## src/rtl/histo_cdf_reader_pkg.sv

```systemverilog
// Shared types and constants for the histogram CDF readout path.
// Defaults target a 640x480 frame with 256 gray levels.
package histo_cdf_reader_pkg;

   typedef enum logic [2:0] {IDLE, READ, DRAIN, CLEAR, DONE} stateT;

   localparam int DEF_ADDR_WIDTH  = 8;
   localparam int DEF_NBINS       = 2 ** DEF_ADDR_WIDTH;
   localparam int DEF_SCALE_MUL   = 870;
   localparam int DEF_SCALE_SHIFT = 20;

   // One extra bit holds the carry so a saturating add can detect overflow.
   function automatic int satAddWidth(input int width);
      return width + 1;
   endfunction

endpackage

```

## src/rtl/histo_lut_scale.sv

```systemverilog
// Registered multiply-shift-clamp turning a CDF value into an equalised gray level.
// The parent feeds the next CDF value so oLut lines up with its own registered oCdf.
module histo_lut_scale
   import histo_cdf_reader_pkg::*;
#(
   parameter int DATA_WIDTH  = 20,
   parameter int ADDR_WIDTH  = DEF_ADDR_WIDTH,
   parameter int SCALE_WIDTH = 10,
   parameter int SCALE_MUL   = DEF_SCALE_MUL,
   parameter int SCALE_SHIFT = DEF_SCALE_SHIFT
)
(
   input  logic                  iClk,
   input  logic                  iRst,
   input  logic                  iEn,
   input  logic [DATA_WIDTH-1:0] iCdf,
   output logic [ADDR_WIDTH-1:0] oLut
);

   localparam int PROD_WIDTH = DATA_WIDTH + SCALE_WIDTH;
   localparam logic [PROD_WIDTH-1:0] LUT_MAX = PROD_WIDTH'((2 ** ADDR_WIDTH) - 1);

   logic [PROD_WIDTH-1:0] prod;
   logic [PROD_WIDTH-1:0] scaled;

   always_comb begin
      prod   = PROD_WIDTH'(iCdf) * PROD_WIDTH'(SCALE_MUL);
      scaled = prod >> SCALE_SHIFT;
   end

   // NOTE: sequential state uses non-blocking assignments so every register samples pre-edge values.
   always_ff @(posedge iClk or posedge iRst) begin
      if (iRst) begin
         oLut <= '0;
      end else if (iEn) begin
         oLut <= (scaled > LUT_MAX) ? '1 : scaled[ADDR_WIDTH-1:0];
      end
   end

endmodule

```

## src/rtl/histo_cdf_reader.sv

```systemverilog
// Sweeps the histogram read port, streams count/CDF/LUT per bin, then clears the histogram.
// Result timing is carried by a valid/index pipe matching the read-port latency.
module histo_cdf_reader
   import histo_cdf_reader_pkg::*;
#(
   parameter int DATA_WIDTH  = 20,
   parameter int ADDR_WIDTH  = DEF_ADDR_WIDTH,
   parameter int RD_LATENCY  = 2,
   parameter int SCALE_MUL   = DEF_SCALE_MUL,
   parameter int SCALE_WIDTH = 10,
   parameter int SCALE_SHIFT = DEF_SCALE_SHIFT
)
(
   input  logic                  iClk,
   input  logic                  iRst,
   input  logic                  iStart,
   output logic [ADDR_WIDTH-1:0] oGray,
   input  logic [DATA_WIDTH-1:0] iGrayHisto,
   output logic                  oClear,
   output logic                  oBusy,
   output logic                  oValid,
   output logic [ADDR_WIDTH-1:0] oBin,
   output logic [DATA_WIDTH-1:0] oCount,
   output logic [DATA_WIDTH-1:0] oCdf,
   output logic [ADDR_WIDTH-1:0] oLut,
   output logic                  oDone
);

   localparam int NBINS     = 2 ** ADDR_WIDTH;
   localparam int SUM_WIDTH = satAddWidth(DATA_WIDTH);
   localparam logic [ADDR_WIDTH-1:0] LAST_ADDR  = ADDR_WIDTH'(NBINS - 1);
   localparam logic [ADDR_WIDTH-1:0] DRAIN_LAST = ADDR_WIDTH'(RD_LATENCY);

   stateT                 state, stateNext;
   logic [ADDR_WIDTH-1:0] addr, addrNext;
   logic                  issue, cdfClr, resultEn;
   logic [RD_LATENCY-1:0] pipeValid;
   logic [ADDR_WIDTH-1:0] pipeIdx [RD_LATENCY];
   logic [DATA_WIDTH-1:0] cdfAcc, cdfSum;
   logic [SUM_WIDTH-1:0]  sumWide;

   always_ff @(posedge iClk or posedge iRst) begin
      if (iRst) begin
         state <= IDLE;
         addr  <= '0;
      end else begin
         state <= stateNext;
         addr  <= addrNext;
      end
   end

   // NOTE: every always_comb output gets a default first, so no path can infer a latch.
   always_comb begin
      stateNext = state;
      addrNext  = addr;
      cdfClr    = 1'b0;
      issue     = 1'b0;
      oGray     = '0;
      oClear    = 1'b0;
      oBusy     = 1'b0;
      oDone     = 1'b0;
      case (state)
         IDLE: begin
            if (iStart) begin
               stateNext = READ;
               addrNext  = '0;
               cdfClr    = 1'b1;
            end
         end
         READ: begin
            oBusy    = 1'b1;
            oGray    = addr;
            issue    = 1'b1;
            addrNext = addr + 1'b1;
            if (addr == LAST_ADDR) begin
               stateNext = DRAIN;
               addrNext  = '0;
            end
         end
         DRAIN: begin
            // Lets the final read emerge from the port and the result register.
            oBusy    = 1'b1;
            addrNext = addr + 1'b1;
            if (addr == DRAIN_LAST) begin
               stateNext = CLEAR;
               addrNext  = '0;
            end
         end
         CLEAR: begin
            oBusy    = 1'b1;
            oClear   = 1'b1;
            addrNext = addr + 1'b1;
            if (addr == LAST_ADDR) begin
               stateNext = DONE;
               addrNext  = '0;
            end
         end
         DONE: begin
            oDone     = 1'b1;
            stateNext = IDLE;
         end
         default: stateNext = IDLE;
      endcase
   end

   // NOTE: the index pipe is a handful of flops, not a RAM, so resetting it costs nothing and keeps it X-free.
   always_ff @(posedge iClk or posedge iRst) begin
      if (iRst) begin
         pipeValid <= '0;
         for (int i = 0; i < RD_LATENCY; i++) pipeIdx[i] <= '0;
      end else begin
         pipeValid[0] <= issue;
         pipeIdx[0]   <= addr;
         for (int i = 1; i < RD_LATENCY; i++) begin
            pipeValid[i] <= pipeValid[i-1];
            pipeIdx[i]   <= pipeIdx[i-1];
         end
      end
   end

   assign resultEn = pipeValid[RD_LATENCY-1];
   assign sumWide  = SUM_WIDTH'(cdfAcc) + SUM_WIDTH'(iGrayHisto);
   assign cdfSum   = sumWide[SUM_WIDTH-1] ? '1 : sumWide[DATA_WIDTH-1:0];

   // The accumulator is kept apart from oCdf so the output can hold between readouts.
   always_ff @(posedge iClk or posedge iRst) begin
      if (iRst) begin
         cdfAcc <= '0;
         oValid <= 1'b0;
         oBin   <= '0;
         oCount <= '0;
         oCdf   <= '0;
      end else begin
         oValid <= resultEn;
         if (cdfClr) begin
            cdfAcc <= '0;
         end else if (resultEn) begin
            cdfAcc <= cdfSum;
         end
         if (resultEn) begin
            oBin   <= pipeIdx[RD_LATENCY-1];
            oCount <= iGrayHisto;
            oCdf   <= cdfSum;
         end
      end
   end

   histo_lut_scale #(
      .DATA_WIDTH (DATA_WIDTH),
      .ADDR_WIDTH (ADDR_WIDTH),
      .SCALE_WIDTH(SCALE_WIDTH),
      .SCALE_MUL  (SCALE_MUL),
      .SCALE_SHIFT(SCALE_SHIFT)
   ) uLutScale (
      .iClk(iClk),
      .iRst(iRst),
      .iEn (resultEn),
      .iCdf(cdfSum),
      .oLut(oLut)
   );

endmodule

```

## config.mk

```make
export PLATFORM = sky130hd
export DESIGN_NAME = histo_cdf_reader
export DESIGN_NICKNAME = d
export VERILOG_FILES = /design/src/rtl/histo_cdf_reader_pkg.sv /design/src/rtl/histo_lut_scale.sv /design/src/rtl/histo_cdf_reader.sv
export SDC_FILE = /design/constraint.sdc
export NUM_CORES = 1
export LEC_CHECK = 0
export ABC_AREA = 0
export BUFFER_PORTS_ARGS = -buffer_cell sky130_fd_sc_hd__buf_2
export CORE_MARGIN = 2
export CORE_UTILIZATION = 58
export CTS_CLUSTER_DIAMETER = 200
export DETAILED_ROUTE_END_ITERATION = 12
export GPL_TIMING_DRIVEN = 0
export MAX_ROUTING_LAYER = met4
export PLACE_DENSITY = 0.79
export REMOVE_ABC_BUFFERS = 1
export SKIP_LAST_GASP = 1
export SYNTH_ARGS = -nofsm -noshare
export SYNTH_HDL_FRONTEND = slang
export SYNTH_SLANG_ARGS = --single-unit
export TNS_END_PERCENT = 10
```

## constraint.sdc

```tcl
create_clock -name iClk -period 9.1 [get_ports iClk]
set_clock_uncertainty 0.15 [all_clocks]
set_input_delay 0.455 -clock iClk [delete_from_list [all_inputs] [get_ports iClk]]
set_output_delay 0.455 -clock iClk [all_outputs]
set_load 0.1 [all_outputs]
```

==> results.ini <==
[setup_path]
cp-end-kind = flip-flop
crit_fanout = 33
start_kind = flip-flop
cp.arrival_ps = 8600
crit_type = flip-flop to flip-flop
cp.required_ps = 9200

[floorplan]
fp.dieH_um = 124
dieArea_sq_um = 15300
io_pins = 91
core_sq_um = 13900
row_count = 43
die_w_um = 124
start_util = 0.596

[synthesis]
synth_top_cell_by_area = dfrtp_1
synthMuxAreaShare = 0.0431
synth_compound_area_frac = 0.139
synthCells = 843
ys.warnings.count = 0
synth_top_family_by_area = adder cells
yosysSeqAreaShare = 0.320
yosys.area_share.simple = 0.105
synthAdderAreaFrac = 0.283
ys_types = 55
synth.most_common_cell = inv_1
syn_area_sq_um = 8300
ys_ff_latch = 106
synth_edf_count = 0
yosys-top-cells-area = dfrtp_1 (32%), fa_1 (15%), ha_1 (14%)
syn_avg_cell_area_sq_um = 9.85
synth_commonest_cells = inv_1 (156), dfrtp_1 (106), ha_1 (90), fa_1 (61), a21oi_1 (47)
synth-xor-area-share = 0.0285
async_flop_share = 1.00
yosys_most_used_dff = dfrtp_1
yosysTopAreaCellShare = 0.320

[route]
wl_mm = 17.0
vias = 6096
drt_pass1_iterations = 5
wl_per_cell_um = 15.3
remaining_drc_errors = 0
drt_iter0_drc = 307
via_per_inst = 5.50
detail-route-antenna-nets = 0

[clock_network]
cts_buffers = 9
clk-insertion-delay-late_ps = 360
clockBufferDepth = 2
post-cts-setup-buffers = 0
cts_resized = 0
htreeDepth = 3
cts.sinks = 106
cts.clk_slew.worst_paths_ps = 70
cts_tree = done
clockRootBuffer = clkbuf_16

[global_routing]
grt_pass1_wl_mm = 28.5
grt_overflow = 0
grt_max_degree = 98
antenna_found_initial = 0
grt_pass1_vias = 6016
track_usage = 0.245

[run]
maxCapViolCount = 0

[final_layout]
register_area_sq_um = 2660
stdcell_area_sq_um = 9280
n_fill_cell = 1100
multi_input_area_sq_um = 4960
fin_nets = 1097
drive_above_1_share = 0.165
area_delta_synth_final_pct = 11.8
diodes = 0

[sta]
hold_viol_final = 0
rsz0062_at_grt = false
max_freq_mhz = 118
period_minus_slack_ps = 8500
tightestPinTransition_ps = 1240
setup_viol = 0
max_slew_margin = 0.172
post-route-period-util = 0.934
fin_setup_tns_ps = 0
whs_ps = 200
drv_slew = 0

[status]
status = complete, no violations

[place]
placed_area_sq_um = 8940
place.port_buffers = 90
hpwl_mm = 13.4
gp_congestion = 0.872

[worst_hold_path]
min_path_type = flip-flop to flip-flop

logic make-up after synthesis:
family / Yosys count
buffers and inverters: 180
AO/OA/AOI/OAI: 178
AND/OR/NAND/NOR: 169
adder cells (fa/ha/maj): 151
flip-flops: 106
multiplexers: 32
XOR/XNOR: 27
path summary, 6_finish.rpt:
check / from / to / slack, ps / cells past startpoint
worst max-delay path: cdfAcc[7]$_DFFE_PP0P_ / uLutScale.oLut[1]$_DFFE_PP0P_ / 600 / 25
worst min-delay path: pipeIdx[13]$_DFF_PP0_ / pipeIdx[5]$_DFF_PP0_ / 200 / 0
worst max register to register: cdfAcc[7]$_DFFE_PP0P_ / uLutScale.oLut[1]$_DFFE_PP0P_ / 600 / 25
worst min register to register: pipeIdx[13]$_DFF_PP0_ / pipeIdx[5]$_DFF_PP0_ / 200 / 0
max in group asynchronous: iRst / pipeValid[1]$_DFF_PP0_ / 7570 / 4
min in group asynchronous: iRst / oCount[4]$_DFFE_PP0P_ / 530 / 3
layout by cell type, fill, tap and decap left out, drive strengths merged, types with 6 or more instances in the layout:
cell type / count
and2: 21
o21a: 9
clkbuf: 9
nor2: 44
o21bai: 8
dfrtp: 106
xnor2: 15
mux2: 30
buf: 92
o21ai: 46
xor2: 12
or2: 6
a21o: 12
a31oi: 13
nand2: 31
nand3: 7
o22a: 8
nor2b: 7
a211oi: 6
inv: 160
nand2b: 11
nor3: 14
fa: 61
a21oi: 48
ha: 90
stage by stage:
| stage | instances | utilization | worst slack, ps |
|---|---|---|---|
| global route | 1108 | 0.666 | 27.0 |
| detailed placement | 1091 | 0.641 | 418 |
| CTS | 1108 | 0.666 | 631 |
| finish | 1108 | 0.666 | 603 |
| global placement | 1089 | 0.637 | 651 |
| floorplan | 819 | - | 1770 |
layer usage:
layer  wire [um]  global-route usage  up-vias
li1            -                   -     2967
met1        7660               0.327     2978
met2        8310               0.392      128
met3         658              0.0421       23
met4         318              0.0675        0
met5           0                   -        -
critical path: stages, from the launching register on:
cell	delay [ps]
dfrtp_1	390
ha_1	350
a21o_1	200
a2111oi_0	590
o21ai_0	150
a21oi_1	360
o31a_1	1030
nor2b_1	360
inv_1	120
ha_1	300
inv_1	110
fa_1	560
inv_1	60
fa_1	550
inv_1	60
fa_1	540
inv_1	40
ha_1	310
and3_1	220
a221oi_2	220
o22ai_1	170
or4b_4	610
a2111oi_4	300
a211oi_1	70
or2_1	330
o22a_1	210
state kept, by name (all words and copies together) (netlist names):
name            flops
oCount             20
oCdf               20
cdfAcc             20
state               3
pipeValid           2
pipeIdx            16
oBin                8
oValid              1
addr                8
uLutScale.oLut      8
final cells by class:
cell class | instances | share of cell area
Clock buffer | 9 | 0.0243
Inverter | 156 | 0.0634
Sequential cell | 106 | 0.286
Multi-Input combinational cell | 557 | 0.535
Clock inverter | 7 | 0.0116
Tap cell | 180 | 0.0243
Timing Repair Buffer | 93 | 0.0555
repair_timing:
action	in CTS	in global routing
endpoints found under the setup margin	0	0
hold buffers	1	0
endpoints found under the hold margin	35	0
Power is left out: the tool's default activity adds up to more than one toggle a clock period on the data nets, which glitch-free logic cannot reach.
